[config.mk]
export PLATFORM = sky130hd
export DESIGN_NAME = mpi_bus_master
export DESIGN_NICKNAME = d
export VERILOG_FILES = /design/src/rtl/mpi_bus_master.sv
export SDC_FILE = /design/constraint.sdc
export NUM_CORES = 1
export LEC_CHECK = 0
export CORE_UTILIZATION = 45
export DETAILED_ROUTE_END_ITERATION = 16
export GPL_ROUTABILITY_DRIVEN = 0
export MAX_ROUTING_LAYER = met4
export PLACE_DENSITY = 0.8
export SLEW_MARGIN = 30
export SYNTH_ARGS = -nofsm -noshare
export SYNTH_HDL_FRONTEND = slang
export SYNTH_SLANG_ARGS = --single-unit
[constraint.sdc]
create_clock -name clk -period 2.1 [get_ports clk]
set_input_delay 0.315 -clock clk [delete_from_list [all_inputs] [get_ports clk]]
set_output_delay 0.315 -clock clk [all_outputs]
set_load 0.03 [all_outputs]
[src/rtl/mpi_bus_master.sv]
// MPI bus cycle sequencer: DATI/DATO/DATOB/DATIO/IAK cycles with DMR/DMGO/SACK DMA arbitration.
// Optional RPLY timeout: define MPI_TIMEOUT_EN to enable the TMO_CYC watchdog.
module mpi_bus_master #(
    parameter int AW      = 16,
    parameter int DW      = 16,
    parameter int SETUP   = 1,
    parameter int TMO_CYC = 255
) (
    input  logic          clk,
    input  logic          rst_n,
    input  logic          req,
    input  logic [2:0]    req_op,
    input  logic [AW-1:0] req_addr,
    input  logic [DW-1:0] req_wdata,
    output logic          ack,
    output logic          err,
    output logic [DW-1:0] rdata,
    output logic [DW-1:0] ad_o,
    output logic          ad_oe,
    input  logic [DW-1:0] ad_i,
    output logic          sync,
    output logic          din,
    output logic          dout,
    output logic          wtbt,
    output logic          iako,
    input  logic          rply,
    input  logic          dmr,
    input  logic          sack,
    output logic          dmgo
);

    typedef enum logic [2:0] {
        S_IDLE, S_ADDR, S_SYNC, S_DATA, S_RWAIT, S_END, S_DGNT, S_DMA
    } state_t;

    localparam logic [2:0] OP_DATI  = 3'b000;
    localparam logic [2:0] OP_DATO  = 3'b001;
    localparam logic [2:0] OP_DATOB = 3'b010;
    localparam logic [2:0] OP_DATIO = 3'b011;
    localparam logic [2:0] OP_IAK   = 3'b100;

    state_t        state_q, state_d;
    logic [2:0]    op_q, op_d;
    logic [AW-1:0] addr_q, addr_d;
    logic [DW-1:0] wdata_q, wdata_d;
    logic [DW-1:0] rdata_q, rdata_d;
    logic [3:0]    setup_q, setup_d;
    logic          wr_phase_q, wr_phase_d;
    logic          armed_q, armed_d;
    logic          pulse_q, pulse_d;
    logic          perr_q, perr_d;

    logic op_legal;
    logic read_phase;
    logic wr_op;
    logic tmo_hit;

    assign op_legal   = (req_op <= OP_IAK);
    assign wr_op      = (op_q == OP_DATO) || (op_q == OP_DATOB) || (op_q == OP_DATIO);
    assign read_phase = (op_q == OP_DATI) || (op_q == OP_IAK) ||
                        ((op_q == OP_DATIO) && !wr_phase_q);

`ifdef MPI_TIMEOUT_EN
    logic [15:0] tmo_q, tmo_d;

    assign tmo_hit = ((state_q == S_DATA) || (state_q == S_RWAIT)) &&
                     ((tmo_q + 16'd1) == 16'(TMO_CYC));

    always_comb begin
        tmo_d = tmo_q;
        if ((state_q == S_DATA) || (state_q == S_RWAIT)) tmo_d = tmo_q + 16'd1;
        if ((state_q == S_SYNC) || ((state_q == S_RWAIT) && (state_d == S_DATA))) tmo_d = '0;
    end

    always_ff @(posedge clk) begin
        if (!rst_n) tmo_q <= '0;
        else        tmo_q <= tmo_d;
    end
`else
    logic unused_tmo;

    assign tmo_hit    = 1'b0;
    assign unused_tmo = (TMO_CYC == 0);
`endif

    // NOTE: every variable gets its hold value before the case, so no path can infer a latch.
    always_comb begin
        state_d    = state_q;
        op_d       = op_q;
        addr_d     = addr_q;
        wdata_d    = wdata_q;
        rdata_d    = rdata_q;
        setup_d    = setup_q;
        wr_phase_d = wr_phase_q;
        armed_d    = armed_q;
        pulse_d    = 1'b0;
        perr_d     = 1'b0;

        case (state_q)
            S_IDLE: begin
                if (dmr) begin
                    state_d = S_DGNT;
                end else if (req && !pulse_q) begin
                    if (op_legal) begin
                        state_d    = S_ADDR;
                        op_d       = req_op;
                        addr_d     = req_addr;
                        wdata_d    = req_wdata;
                        setup_d    = '0;
                        wr_phase_d = 1'b0;
                    end else begin
                        pulse_d = 1'b1;
                        perr_d  = 1'b1;
                    end
                end
            end
            S_ADDR: begin
                if (setup_q == 4'(SETUP - 1)) state_d = S_SYNC;
                else                          setup_d = setup_q + 4'd1;
            end
            S_SYNC: begin
                state_d = S_DATA;
                armed_d = !rply;   // a reply already high here is stale
            end
            S_DATA: begin
                armed_d = armed_q | !rply;
                if (rply && armed_q) begin
                    state_d = S_RWAIT;
                    if (read_phase) rdata_d = ad_i;
                end
            end
            S_RWAIT: begin
                if (!rply) begin
                    if ((op_q == OP_DATIO) && !wr_phase_q) begin
                        state_d    = S_DATA;
                        wr_phase_d = 1'b1;
                        armed_d    = 1'b1;
                    end else begin
                        state_d = S_END;
                    end
                end
            end
            S_END:   state_d = S_IDLE;
            S_DGNT:  if (sack)  state_d = S_DMA;
            S_DMA:   if (!sack) state_d = S_IDLE;
            default: state_d = S_IDLE;
        endcase

        if (tmo_hit) begin
            state_d = S_IDLE;
            rdata_d = rdata_q;
            pulse_d = 1'b1;
            perr_d  = 1'b1;
        end
    end

    always_comb begin
        ack   = 1'b0;
        err   = 1'b0;
        ad_o  = '0;
        ad_oe = 1'b0;
        sync  = 1'b0;
        din   = 1'b0;
        dout  = 1'b0;
        wtbt  = 1'b0;
        iako  = 1'b0;
        dmgo  = 1'b0;

        case (state_q)
            S_IDLE: begin
                ack = pulse_q;
                err = perr_q;
            end
            S_ADDR, S_SYNC: begin
                ad_oe = 1'b1;
                ad_o  = (op_q == OP_IAK) ? '0 : DW'(addr_q);
                wtbt  = wr_op;
                sync  = (state_q == S_SYNC);
            end
            S_DATA: begin
                sync = 1'b1;
                if (read_phase) begin
                    din  = 1'b1;
                    iako = (op_q == OP_IAK);
                end else begin
                    ad_oe = 1'b1;
                    ad_o  = wdata_q;
                    dout  = 1'b1;
                    wtbt  = (op_q == OP_DATOB);
                end
            end
            S_RWAIT: begin
                sync = 1'b1;
                if (!read_phase) begin
                    ad_oe = 1'b1;
                    ad_o  = wdata_q;
                end
            end
            S_END:   ack  = 1'b1;
            S_DGNT:  dmgo = 1'b1;
            default: ;
        endcase
    end

    assign rdata = rdata_q;

    // NOTE: non-blocking assignments so every flop samples pre-edge values regardless of block order.
    always_ff @(posedge clk) begin
        if (!rst_n) begin
            state_q    <= S_IDLE;
            op_q       <= '0;
            addr_q     <= '0;
            wdata_q    <= '0;
            rdata_q    <= '0;
            setup_q    <= '0;
            wr_phase_q <= 1'b0;
            armed_q    <= 1'b0;
            pulse_q    <= 1'b0;
            perr_q     <= 1'b0;
        end else begin
            state_q    <= state_d;
            op_q       <= op_d;
            addr_q     <= addr_d;
            wdata_q    <= wdata_d;
            rdata_q    <= rdata_d;
            setup_q    <= setup_d;
            wr_phase_q <= wr_phase_d;
            armed_q    <= armed_d;
            pulse_q    <= pulse_d;
            perr_q     <= perr_d;
        end
    end

endmodule

==> results by group <==
Clock tree
  • CTS tree: yes
  • Total clock sinks: 61
  • Post-CTS Hold Fix Bufs: 0
  • Number of setup buffers added after CTS: 0
  • Buffer cell driving the clock tree root: clkbuf_8
  • Clock transition time at the flip-flop clock pins of the worst setup and hold paths: 0.07 ns
  • Clock latency on the worst-skew pair: 0.33 ns
  • Deepest clock path buffer count: 2
  • Total clock buffers created by CTS: 9
  • H-tree levels: 3

Logic synthesis
  • Netlist cell types: 46
  • Most used DFF post-synth: dfxtp_1
  • Mapped Avg Cell Area: 8.64 µm²
  • Area of the mapped netlist: approximately 2800 µm²
  • Flip-flop and latch count after synthesis: 61
  • Number of enable flip-flop cells after synthesis: 0
  • Proportion of synthesized chip area in sequential cells: a little over two fifths
  • Post-synthesis async set-or-reset flop share: 0%
  • Net Count, Synth: 388
  • Synthesized instance count: 329
  • Yosys warning total: 0

Cells and area
  • Post-synthesis to final-layout area growth: 48.6%
  • Most common cell after layout, fill and taps aside: nand2_1
  • Final design utilization: between 70% and 80%
  • Net count, final: 489
  • Layout cell share with drive strength beyond 1: between 15 and 20%
  • Ant diodes: 0
  • Final instance area: around 4200 µm²
  • Leading cell types in the layout, fill and taps excluded: 80 x nand2_1, 73 x clkdlybuf4s50_1, 56 x dfxtp_1, 25 x buf_4, 24 x a21boi_0

Global routing
  • Global-route met1 utilization: around a quarter
  • Grt ovf: 0
  • Initial antenna violation count: 0
  • Number of global-route vias before repair: about 2500
  • GR peak layer: met2
  • Pin count of the biggest net entering global routing: 63
  • GR Util All Layers: 22.8%
  • Met2 Resource Use GR: 39.2%
  • Met3 Track Usage GR: around 5%
  • Wire length of the first global-routing pass: 11000 µm

Status
  • Run status: finished, final reports clean

Worst setup path
  • Element type at the critical path start: flip-flop
  • Family of cells with the greatest summed delay on the critical path: simple AND/OR/NAND/NOR gates
  • Data arrival time of the critical path: 1.74 ns
  • Peak fanout along the critical path: 13
  • Cell with the biggest individual delay on the critical path: or4_1
  • CP required: 1.78 ns
  • Largest incremental delay on the critical path: 0.53 ns
  • Critical path start-end classification: flip-flop to output pin
  • Buffers and inverters on the worst path: 2
  • CP cell instances: buf_6 -> or4_1 -> a31oi_1 -> buf_4
  • Nature of the critical path endpoint: output pin

Power and ir drop
  • Static leakage: 0.00157 µW
  • Max rail drop VDD: 0.656 mV
  • Power density over cell area: 851 nW/µm²
  • Total design power: 3600 µW

STA
  • Final setup TNS: 0 ns
  • Final Cycle Share: a little over nine tenths
  • Final critical path time including I/O delays and setup: 2.06 ns
  • Slew Limit Fails: 0
  • Max Freq: 0.486 GHz
  • Clock skew: 0.00468 ns
  • Headroom to the max-slew limit: between 60% and 70%
  • Number of failing setup endpoints in the final timing report: 0
  • Least-Margin Pin Slew: ~0.47 ns
  • Final hold violation count: 0

Min path
  • Min-Delay Path Class: flip-flop to flip-flop

Routing
  • Post-DR wirelength/cell: 13.8 µm
  • Drt initial violations: 97
  • Post-route antenna net violation count: 0
  • Pre-antenna DRT Iters: 4
  • DRC violation count after routing: 0
  • Detailed-route wire length: 7010 µm
  • Vias post-DR: 2603
  • Ratio of routed vias to standard cells: between 5 and 6

Floorplan
  • Initial Utilization: between 40% and 50%
  • DIE WIDTH: slightly above 80 µm
  • Number of top-level design ports: 98
  • Die Height: 81.5 µm
  • Area of the core region: 5990 µm²
  • Site row count: 28
  • Die footprint: 6640 µm²

Placed design
  • Cell area reported after detailed placement: about 3900 µm²
  • Count of input and output buffers: 97
  • Post-DP HPWL: between 4000 and 5000 µm

Job
  • Number of maximum-capacitance constraint violations: 0
-- path summary, 6_finish.rpt --
check / cells after the start / to / start / slack (ns)
worst min register to register: 2 / wdata_q[9] / wdata_q[9] / 0.45
worst max register to register: 6 / state_q[1] / state_q[2] / 0.19
worst min-delay path: 2 / wdata_q[9] / wdata_q[9] / 0.45
worst max-delay path: 4 / wtbt / state_q[2] / 0.04
-- sequential cells by signal, summed over array words and instances (netlist names) --
signal and cells:
wdata_q 16, rdata 16, perr_q 1, addr_q 16, state_q 3, wr_phase_q 1
setup_q 4, armed_q 1, op_q 3
-- power breakdown --
group	switching, µW	total (µW)	internal (µW)
sequential	107	1360	1260
clock	443	1020	572
combinational	659	1220	558
-- layout make-up --
| cell class | instances | area (µm²) |
|---|---|---|
| Fill cell | 481 | 1770 |
| Multi-Input combinational cell | 240 | 1580 |
| Sequential cell | 61 | 1230 |
| Timing Repair Buffer | 114 | 1120 |
| Clock buffer | 11 | 141 |
| Tap cell | 75 | 93.8 |
| Clock inverter | 4 | 48.8 |
| Inverter | 4 | 15.0 |
-- cell families after synthesis --
family          share of synthesized area, %
xor+xnor                               0.616
buf+inv                                 4.53
simple gates                            23.9
flops                                   43.0
mux                                     6.69
fa+ha+maj                              0.880
compound gates                          20.4
-- synthesized netlist by cell type (5+ instances only) --
cell	n	share of area, %
nand2_1	82	11
mux2i_1	19	6.7
clkbuf_1	11	1.5
buf_2	6	1.1
a22o_1	16	4.9
nand2b_1	6	1.3
nand3_1	5	0.88
nor2b_1	18	4.0
a21boi_0	24	6.3
a21boi_1	14	3.7
dfxtp_1	61	43
nor2_1	13	1.7
-- routing by layer --
layer / vias to the layer above / wire length (µm) / share of wire, %
met5: - / 0 / 0
met4: 0 / 86 / 1.2
met3: 10 / 467 / 6.7
met2: 83 / 3500 / 50
met1: 1191 / 2960 / 42
li1: 1319 / - / -
-- through the flow --
step           worst slack, ns  hold WS [ns]  cells
6_report                0.0424         0.453    509
5_1_grt                -0.0111         0.467    509
4_1_cts             -0.0000525         0.456    508
3_5_place_dp             0.123         0.447    492
3_3_place_gp             0.156         0.443    492
2_1_floorplan            0.116         0.421    329
-- worst register-to-register path: cells and delay by family, from the launching register on --
family / cells / cell delay (ns)
AND/OR/NAND/NOR: 3 / 0.91
flip-flops: 1 / 0.36
buffers and inverters: 2 / 0.33
multiplexers: 1 / 0.22
-- timing repair --
item	4_1_cts	5_1_grt
gates resized for setup	18	19
gates cloned	1	1
pin swaps	0	2
endpoints found under the setup margin	24	19
Power figures use the tool's default switching activity.
